### config.mk
export PLATFORM = sky130hd
export DESIGN_NAME = ec_engine_arbiter
export DESIGN_NICKNAME = d
export VERILOG_FILES = /design/src/rtl/ec_engine_arbiter.sv
export SDC_FILE = /design/constraint.sdc
export NUM_CORES = 1
export LEC_CHECK = 0
export ABC_AREA = 1
export BUFFER_PORTS_ARGS = -buffer_cell sky130_fd_sc_hd__buf_2
export CAP_MARGIN = 20
export CORE_ASPECT_RATIO = 0.8
export CORE_MARGIN = 2
export CORE_UTILIZATION = 48
export CTS_CLUSTER_SIZE = 16
export DETAILED_ROUTE_END_ITERATION = 7
export PLACE_DENSITY = 0.85
export SLEW_MARGIN = 25
export SYNTH_ARGS = -nofsm -noshare
export SYNTH_HDL_FRONTEND = slang
export SYNTH_SLANG_ARGS = --single-unit
### constraint.sdc
create_clock -name clk -period 4.1 [get_ports clk]
set_input_delay 0.615 -clock clk [delete_from_list [all_inputs] [get_ports clk]]
set_output_delay 0.615 -clock clk [all_outputs]
set_load 0.02 [all_outputs]
### src/rtl/ec_engine_arbiter.sv
// Round-robin arbiter that shares one EC point engine between NUM_REQ requesters.
// Optional WAIT-state watchdog is enabled by defining EC_ARB_TIMEOUT_EN.
module ec_engine_arbiter #(
  parameter int unsigned NUM_REQ     = 4,
  parameter int unsigned W           = 6,
  parameter int unsigned IDW         = 2,
  parameter int unsigned TIMEOUT_CYC = 16
) (
  input  logic                   clk,
  input  logic                   rst,
  input  logic [NUM_REQ-1:0]     req_valid,
  output logic [NUM_REQ-1:0]     req_ready,
  input  logic [NUM_REQ*6*W-1:0] req_op,
  output logic                   rsp_valid,
  input  logic                   rsp_ready,
  output logic [IDW-1:0]         rsp_id,
  output logic [W-1:0]           rsp_Rx,
  output logic [W-1:0]           rsp_Ry,
  output logic                   rsp_err,
  output logic                   eng_in_valid,
  output logic [W-1:0]           eng_Px,
  output logic [W-1:0]           eng_Py,
  output logic [W-1:0]           eng_Qx,
  output logic [W-1:0]           eng_Qy,
  output logic [W-1:0]           eng_prime,
  output logic [W-1:0]           eng_a,
  input  logic                   eng_out_valid,
  input  logic [W-1:0]           eng_Rx,
  input  logic [W-1:0]           eng_Ry
);

  localparam int unsigned OpW = 6 * W;

  typedef enum logic [1:0] {StIdle, StIssue, StWait, StResp} state_e;

  state_e         state_q, state_d;
  logic [IDW-1:0] rr_ptr_q, rr_ptr_d;
  logic [IDW-1:0] gnt_q, gnt_d;
  logic [OpW-1:0] op_q, op_d;
  logic [W-1:0]   rx_q, rx_d;
  logic [W-1:0]   ry_q, ry_d;

`ifdef EC_ARB_TIMEOUT_EN
  localparam int unsigned CntW = $clog2(TIMEOUT_CYC + 1);
  logic [CntW-1:0] cnt_q, cnt_d;
  logic            err_q, err_d;
`endif

  logic           gnt_any;
  logic [IDW-1:0] gnt_idx;

  // First valid requester at or after rr_ptr, wrapping at NUM_REQ-1.
  always_comb begin
    int unsigned idx;
    gnt_any = 1'b0;
    gnt_idx = '0;
    idx     = 0;
    for (int unsigned k = 0; k < NUM_REQ; k++) begin
      idx = (32'(rr_ptr_q) + k) % NUM_REQ;
      if (!gnt_any && req_valid[idx]) begin
        gnt_any = 1'b1;
        gnt_idx = idx[IDW-1:0];
      end
    end
  end

  always_comb begin
    state_d  = state_q;
    rr_ptr_d = rr_ptr_q;
    gnt_d    = gnt_q;
    op_d     = op_q;
    rx_d     = rx_q;
    ry_d     = ry_q;
`ifdef EC_ARB_TIMEOUT_EN
    cnt_d    = cnt_q;
    err_d    = err_q;
`endif
    unique case (state_q)
      StIdle: begin
        if (gnt_any) begin
          gnt_d   = gnt_idx;
          op_d    = req_op[32'(gnt_idx) * OpW +: OpW];
          state_d = StIssue;
        end
      end
      StIssue: begin
`ifdef EC_ARB_TIMEOUT_EN
        cnt_d = '0;
`endif
        state_d = StWait;
      end
      StWait: begin
        if (eng_out_valid) begin
          rx_d    = eng_Rx;
          ry_d    = eng_Ry;
`ifdef EC_ARB_TIMEOUT_EN
          err_d   = 1'b0;
`endif
          state_d = StResp;
        end
`ifdef EC_ARB_TIMEOUT_EN
        else if (cnt_q == CntW'(TIMEOUT_CYC - 1)) begin
          // Last of TIMEOUT_CYC wait cycles with no result: report a watchdog error.
          rx_d    = '0;
          ry_d    = '0;
          err_d   = 1'b1;
          state_d = StResp;
        end else begin
          cnt_d = cnt_q + CntW'(1);
        end
`endif
      end
      StResp: begin
        if (rsp_ready) begin
          rr_ptr_d = (gnt_q == IDW'(NUM_REQ - 1)) ? '0 : gnt_q + IDW'(1);
          state_d  = StIdle;
        end
      end
      default: state_d = StIdle;
    endcase
  end

  always_ff @(posedge clk) begin
    if (rst) begin
      state_q  <= StIdle;
      rr_ptr_q <= '0;
      gnt_q    <= '0;
      op_q     <= '0;
      rx_q     <= '0;
      ry_q     <= '0;
`ifdef EC_ARB_TIMEOUT_EN
      cnt_q    <= '0;
      err_q    <= 1'b0;
`endif
    end else begin
      state_q  <= state_d;
      rr_ptr_q <= rr_ptr_d;
      gnt_q    <= gnt_d;
      op_q     <= op_d;
      rx_q     <= rx_d;
      ry_q     <= ry_d;
`ifdef EC_ARB_TIMEOUT_EN
      cnt_q    <= cnt_d;
      err_q    <= err_d;
`endif
    end
  end

  // Outputs are gated by state (and rst) so every idle/unused output reads 0.
  always_comb begin
    req_ready    = '0;
    if (!rst && state_q == StIdle && gnt_any) begin
      req_ready = NUM_REQ'(1) << gnt_idx;
    end
    eng_in_valid = !rst && (state_q == StIssue);
    {eng_Px, eng_Py, eng_Qx, eng_Qy, eng_prime, eng_a} = eng_in_valid ? op_q : '0;
    rsp_valid    = !rst && (state_q == StResp);
    rsp_id       = rsp_valid ? gnt_q : '0;
    rsp_Rx       = rsp_valid ? rx_q : '0;
    rsp_Ry       = rsp_valid ? ry_q : '0;
`ifdef EC_ARB_TIMEOUT_EN
    rsp_err      = rsp_valid & err_q;
`else
    rsp_err      = 1'b0;
`endif
  end

endmodule
### Word-level counts from Yosys, hierarchy flattened

Cells that the tools add are included.

* register bits: 54

* order comparisons: 4
* add/sub/neg operators: 4
* shift operators: 2
* $mul: 1
* reduce and logical (&&, ||, !) cells: 16
* eq/ne operators: 7
* multiplexer cells: 26

Operator list (number)
* indexed part select 144 x 9 -> 36 bit: 1
* two-way mux 36 bit: 1
* two-way mux 2 bit: 9
* < comparator 2 x 3 -> 1 bit (second input constant): 4
* two-way mux 6 bit: 2
* binary-select mux 1 bit (select 2 bit): 4
* two-way mux 1 bit: 8
* case mux 2 bit (4 select lines): 1
* logical AND 1 bit: 7
* == test 2 bit (second input constant): 3
* multiplier 2 x 4 -> 6 bit (second input constant): 1
* inequality test 2 bit (second input constant): 3
* AND reduction 2 bit: 3
* adder 2 x 1 -> 2 bit (second input constant): 2
* adder 2 bit (second input constant): 2
* zero test 1 bit: 4
* two-way mux 4 bit: 1
* left shift 1 x 2 -> 4 bit (first input constant): 1
* AND reduction 3 bit: 1
* == test 2 x 1 -> 1 bit (second input constant): 1
* zero test 2 bit: 1

### Logic depth before layout (Yosys ltp)

* word-level depth: 14
* gate-level depth with buffers: 16
* mapped depth without buffers: 15

### Worst setup path before layout

No wires, ideal clock.

* kind: input to output
* from: in req_valid[1]
* to: out req_ready[0]
* required time: 3.485 ns
* path buffers: 2
* data arrival time: 2.145 ns
* slack: 1.340 ns
* stages on the path: 11
* cell sequence: inv_1 nand2_1 nand3_1 nand2_2 a21oi_1 nand2_2 nand2_4 buf_6 buf_2 inv_1 nor3_1

* cells in the longest elaborated chain, start to end: 14
* elaborated cells on any way between the ends: 25

RTL lines
* start: declaration: line 11 `input logic [NUM_REQ-1:0] req_valid,`
* binary-select mux 1 bit (select 2 bit): line 60 `if (!gnt_any && req_valid[idx]) begin`
* two-way mux 1 bit (implied by the code): line 60
* two-way mux 1 bit: line 60
* zero test 1 bit: line 60
* logical AND 1 bit: line 60
* two-way mux 1 bit: line 60
* zero test 1 bit: line 60
* logical AND 1 bit: line 60
* two-way mux 1 bit: line 60
* zero test 1 bit: line 60
* logical AND 1 bit: line 60
* two-way mux 2 bit / two-way mux 1 bit (equally long branches): line 60
* left shift 1 x 2 -> 4 bit / logical AND 1 bit (equally long branches): line 153, 152
* two-way mux 4 bit *: line 152 `if (!rst && state_q == StIdle && gnt_any) begin`
* end: declaration: line 12 `output logic [NUM_REQ-1:0] req_ready,`

Mark *: on every way between the ends. The rest lies on a longest branch, timed or not. The select of a mux whose other input is x is not followed.

### Final worst setup path

* from: reg rr_ptr_q[0]
* to: out req_ready[0]

* cells in the longest elaborated chain, start to end: 14
* elaborated cells on any way between the ends: 28

RTL lines
* start: declaration: line 37 `logic [IDW-1:0] rr_ptr_q, rr_ptr_d;`
* start signal: assignment: line 137 `rr_ptr_q <= rr_ptr_d;`
* parallel branches: the longest is 13 deep, another holds adder 2 x 1 -> 2 bit
* two-way mux 4 bit *: line 152

Every way passes the cells marked *. The select of a mux whose other input is x is not followed.

==> summary.md <==
| Metric | Value |
|---|---|
| Setup Buffers After CTS | `0` |
| CP endpoint kind | `primary output` |
| Hold slack | `460 ps` |
| H-tree Lvls | `2` |
| Sw Pwr | `1310 uW` |
| Commonest non-fill, non-tap cell in the layout | `buf_2` |
| Syn Nets | `846` |
| Final GP Congestion | `0.923` |
| Yosys Warn Count | `0` |
| CP Launch Point | `rr_ptr_q[0]$_SDFFE_PP0P_` |
| WS Path Type | `reg2out` |
| Slew HR | `0.563` |
| GRT Util Overall | `0.268` |
| Status | `finished clean` |
| Io pins | `221` |
| ANT nets after route | `0` |
| Hold Crit Endpoint | `ry_q[1]$_SDFFE_PP0P_` |
| Via/cell ratio | `4.90` |
| CTS Buf Count | `5` |
| Clock power share | `0.112` |
| Max-cap violations | `0` |
| Max frequency | `312 MHz` |
| Initial detailed-routing violation count | `263` |
| Hold path start | `ry_q[1]$_SDFFE_PP0P_` |
| Die Width | `104 microns` |
| Tightest Hold Check Type | `reg2reg` |
| Crit share post-route | `0.781` |
| Layout cells sized above 1 | `0.289` |
| Final instance area | `4980 sq um` |
| Synthesis-to-finish area growth | `29.7%` |
| RR Endpoint | `op_q[18]$_SDFFE_PP0P_` |
| Worst-skew pair later-pin latency | `300 ps` |
| Diodes inserted | `0` |
| Buffers on Ports | `219` |
| Worst-path clk slew | `100 ps` |
| WP data required | `3480 ps` |
| PwrDens | `547 nW/um^2` |
| Post-CTS Resized | `0` |
| Number of global-route vias before repair | `4167` |
| Min Tclk post-route | `3200 ps` |
| Nets | `1034` |
| Die height | `84.0 microns` |
| Overflow after GRT | `0` |
| Register area share after synthesis | `0.282` |
| CP startpoint kind | `flop` |
| Critical path peak fanout | `19` |
| Finished Layout Cells | `974` |
| Post-synthesis cell area | `3840 sq um` |
| Most frequent cells in the layout | `219 x buf_2, 179 x nand2_1, 113 x nor2_1` |
| Setup TNS | `0 ps` |
| Wire per inst | `12.1 microns` |
| CTS Sinks | `54` |
| Post-synth cell types | `25` |
| Worst r2r path cells | `15` |
| Row cnt | `29` |
| Initial antenna violation count | `0` |
| Internal Power | `1410 uW` |
| Pin count of the biggest net entering global routing | `70` |
| Hold Crit Depth | `2` |
| Leak | `0.00274 uW` |
| Tightest Pin Transition | `655 ps` |
| VDD IR max | `0.000276 V` |
| First-pass GRT wire length | `19600 microns` |
| # setup viols final | `0` |
| CP arrival | `2590 ps` |
| Clock Path Buffers | `2` |
| DRC viols | `0` |
| Mean post-synth cell area | `5.67 sq um` |
| Inst Count DP | `966` |
| Root Buffer | `clkbuf_8` |
| R2R Setup Slk | `1060 ps` |
| Pins Over Slew Limit | `0` |
| Placed cell area | `4890 sq um` |
| Post-CTS Hold Fix Bufs | `0` |
| CORE AREA | `7840 sq um` |
| DP Wirelength | `8910 microns` |
| Clock skew | `10.6 ps` |
| DIE AREA | `8730 sq um` |
| Drt total wl | `11800 microns` |
| RSZ-0062 raised after global routing | `no` |
| CTS tree | `built` |
| Final hold vios | `0` |
| Switching share of power | `0.481` |
| Vias | `4776` |
| FF-to-FF Start | `rr_ptr_q[0]$_SDFFE_PP0P_` |
| Initial Utilization | `0.490` |
| Reg power frac | `0.308` |
| Cells after synthesis | `677` |
| TritonRoute pass-1 iters | `5` |
| Combinational Power Share | `0.580` |
| Register bit count reported by yosys | `54` |
-- power groups by stage --
stage	logic, uW	clock network [uW]	registers (uW)
floorplan	1270	0	816
global placement	1550	0	838
detailed placement	1580	0	845
CTS	1590	312	835
global route	1820	339	861
finish	1580	305	838
-- layer usage --
| layer | vias to the layer above | track usage | part of all wire |
|---|---|---|---|
| li1 | 2490 | - | - |
| met1 | 2079 | 0.362 | 0.44 |
| met2 | 191 | 0.431 | 0.46 |
| met3 | 16 | 0.0578 | 0.079 |
| met4 | 0 | 0.0786 | 0.021 |
| met5 | - | 0 | 0 |
-- synthesized netlist by cell type --
| library cell | number | share of area |
|---|---|---|
| nand2_1 | 179 | 0.18 |
| nor2_1 | 113 | 0.11 |
| nand3_1 | 111 | 0.14 |
| inv_1 | 72 | 0.070 |
| dfxtp_1 | 54 | 0.28 |
| o21ai_0 | 40 | 0.052 |
| a21oi_1 | 25 | 0.033 |
| clkbuf_1 | 17 | 0.017 |
| buf_2 | 14 | 0.018 |
| buf_4 | 8 | 0.016 |
| o21ai_1 | 7 | 0.0091 |
| ha_1 | 5 | 0.016 |
| nor3_1 | 5 | 0.0065 |
| inv_2 | 4 | 0.0039 |
| nand2_2 | 4 | 0.0065 |
| buf_1 | 3 | 0.0029 |
| buf_6 | 3 | 0.0088 |
| nand3_2 | 3 | 0.0078 |
| nor2_2 | 3 | 0.0049 |
| nand2_4 | 2 | 0.0059 |
| a211oi_1 | 1 | 0.0020 |
| conb_1 | 1 | 0.00098 |
| nand3b_1 | 1 | 0.0020 |
| nand4_1 | 1 | 0.0016 |
| nor2_4 | 1 | 0.0029 |
-- how the worst max path moves through the flow --
stage                                  endpoint  slack [ps]  depth (start not counted)
final                              req_ready[0]         900                         11
after CTS                          req_ready[0]         890                         11
after floorplan                    req_ready[0]        1340                         11
after global routing               req_ready[0]         640                         11
after global placement     op_q[9]$_SDFFE_PP0P_        1140                         14
after detailed placement  op_q[14]$_SDFFE_PP0P_        1090                         15
-- area by class of cell --
class,instances,area (sq um)
well taps,108,135
fillers,789,2860
inverters,76,285
flip-flops and latches,54,1080
clock buffers,7,86.3
repair buffers,226,1150
clock inverters,1,5.00
multi-input cells,502,2240
-- kinds of logic (layout without fill, tap and decap cells) --
family / after synthesis / after routing / synth area share
compound gates: 73 / 73 / 0.0959
fa+ha+maj: 5 / 5 / 0.0163
buf+inv: 121 / 310 / 0.137
flops: 54 / 54 / 0.282
other cells: 1 / 1 / 0.000977
simple gates: 423 / 423 / 0.469
-- metrics by stage --
step / setup WS (ps) / power (uW) / util
2_1_floorplan: 1340 / 2080 / -
3_3_place_gp: 1140 / 2390 / 0.623
3_5_place_dp: 1090 / 2420 / 0.624
4_1_cts: 890 / 2730 / 0.635
5_1_grt: 640 / 3020 / 0.635
6_report: 899 / 2720 / 0.635
-- flip-flops by register name (all words and copies together), names as in the netlist --
register and cells:
state_q 2, ry_q 6, rr_ptr_q 2, rx_q 6, gnt_q 2, op_q 36
-- worst max-delay path, cell delays in order, from the launching register on --
cell	delay [ps]
dfxtp_1	600
inv_2	170
nand2_1	110
nand2_2	70
nand2_1	60
nand2_1	90
a21oi_1	170
nand2_2	220
nand2_4	280
inv_1	80
nor3_1	230
buf_2	210
Note: power is estimated with default switching activity, not from simulation.
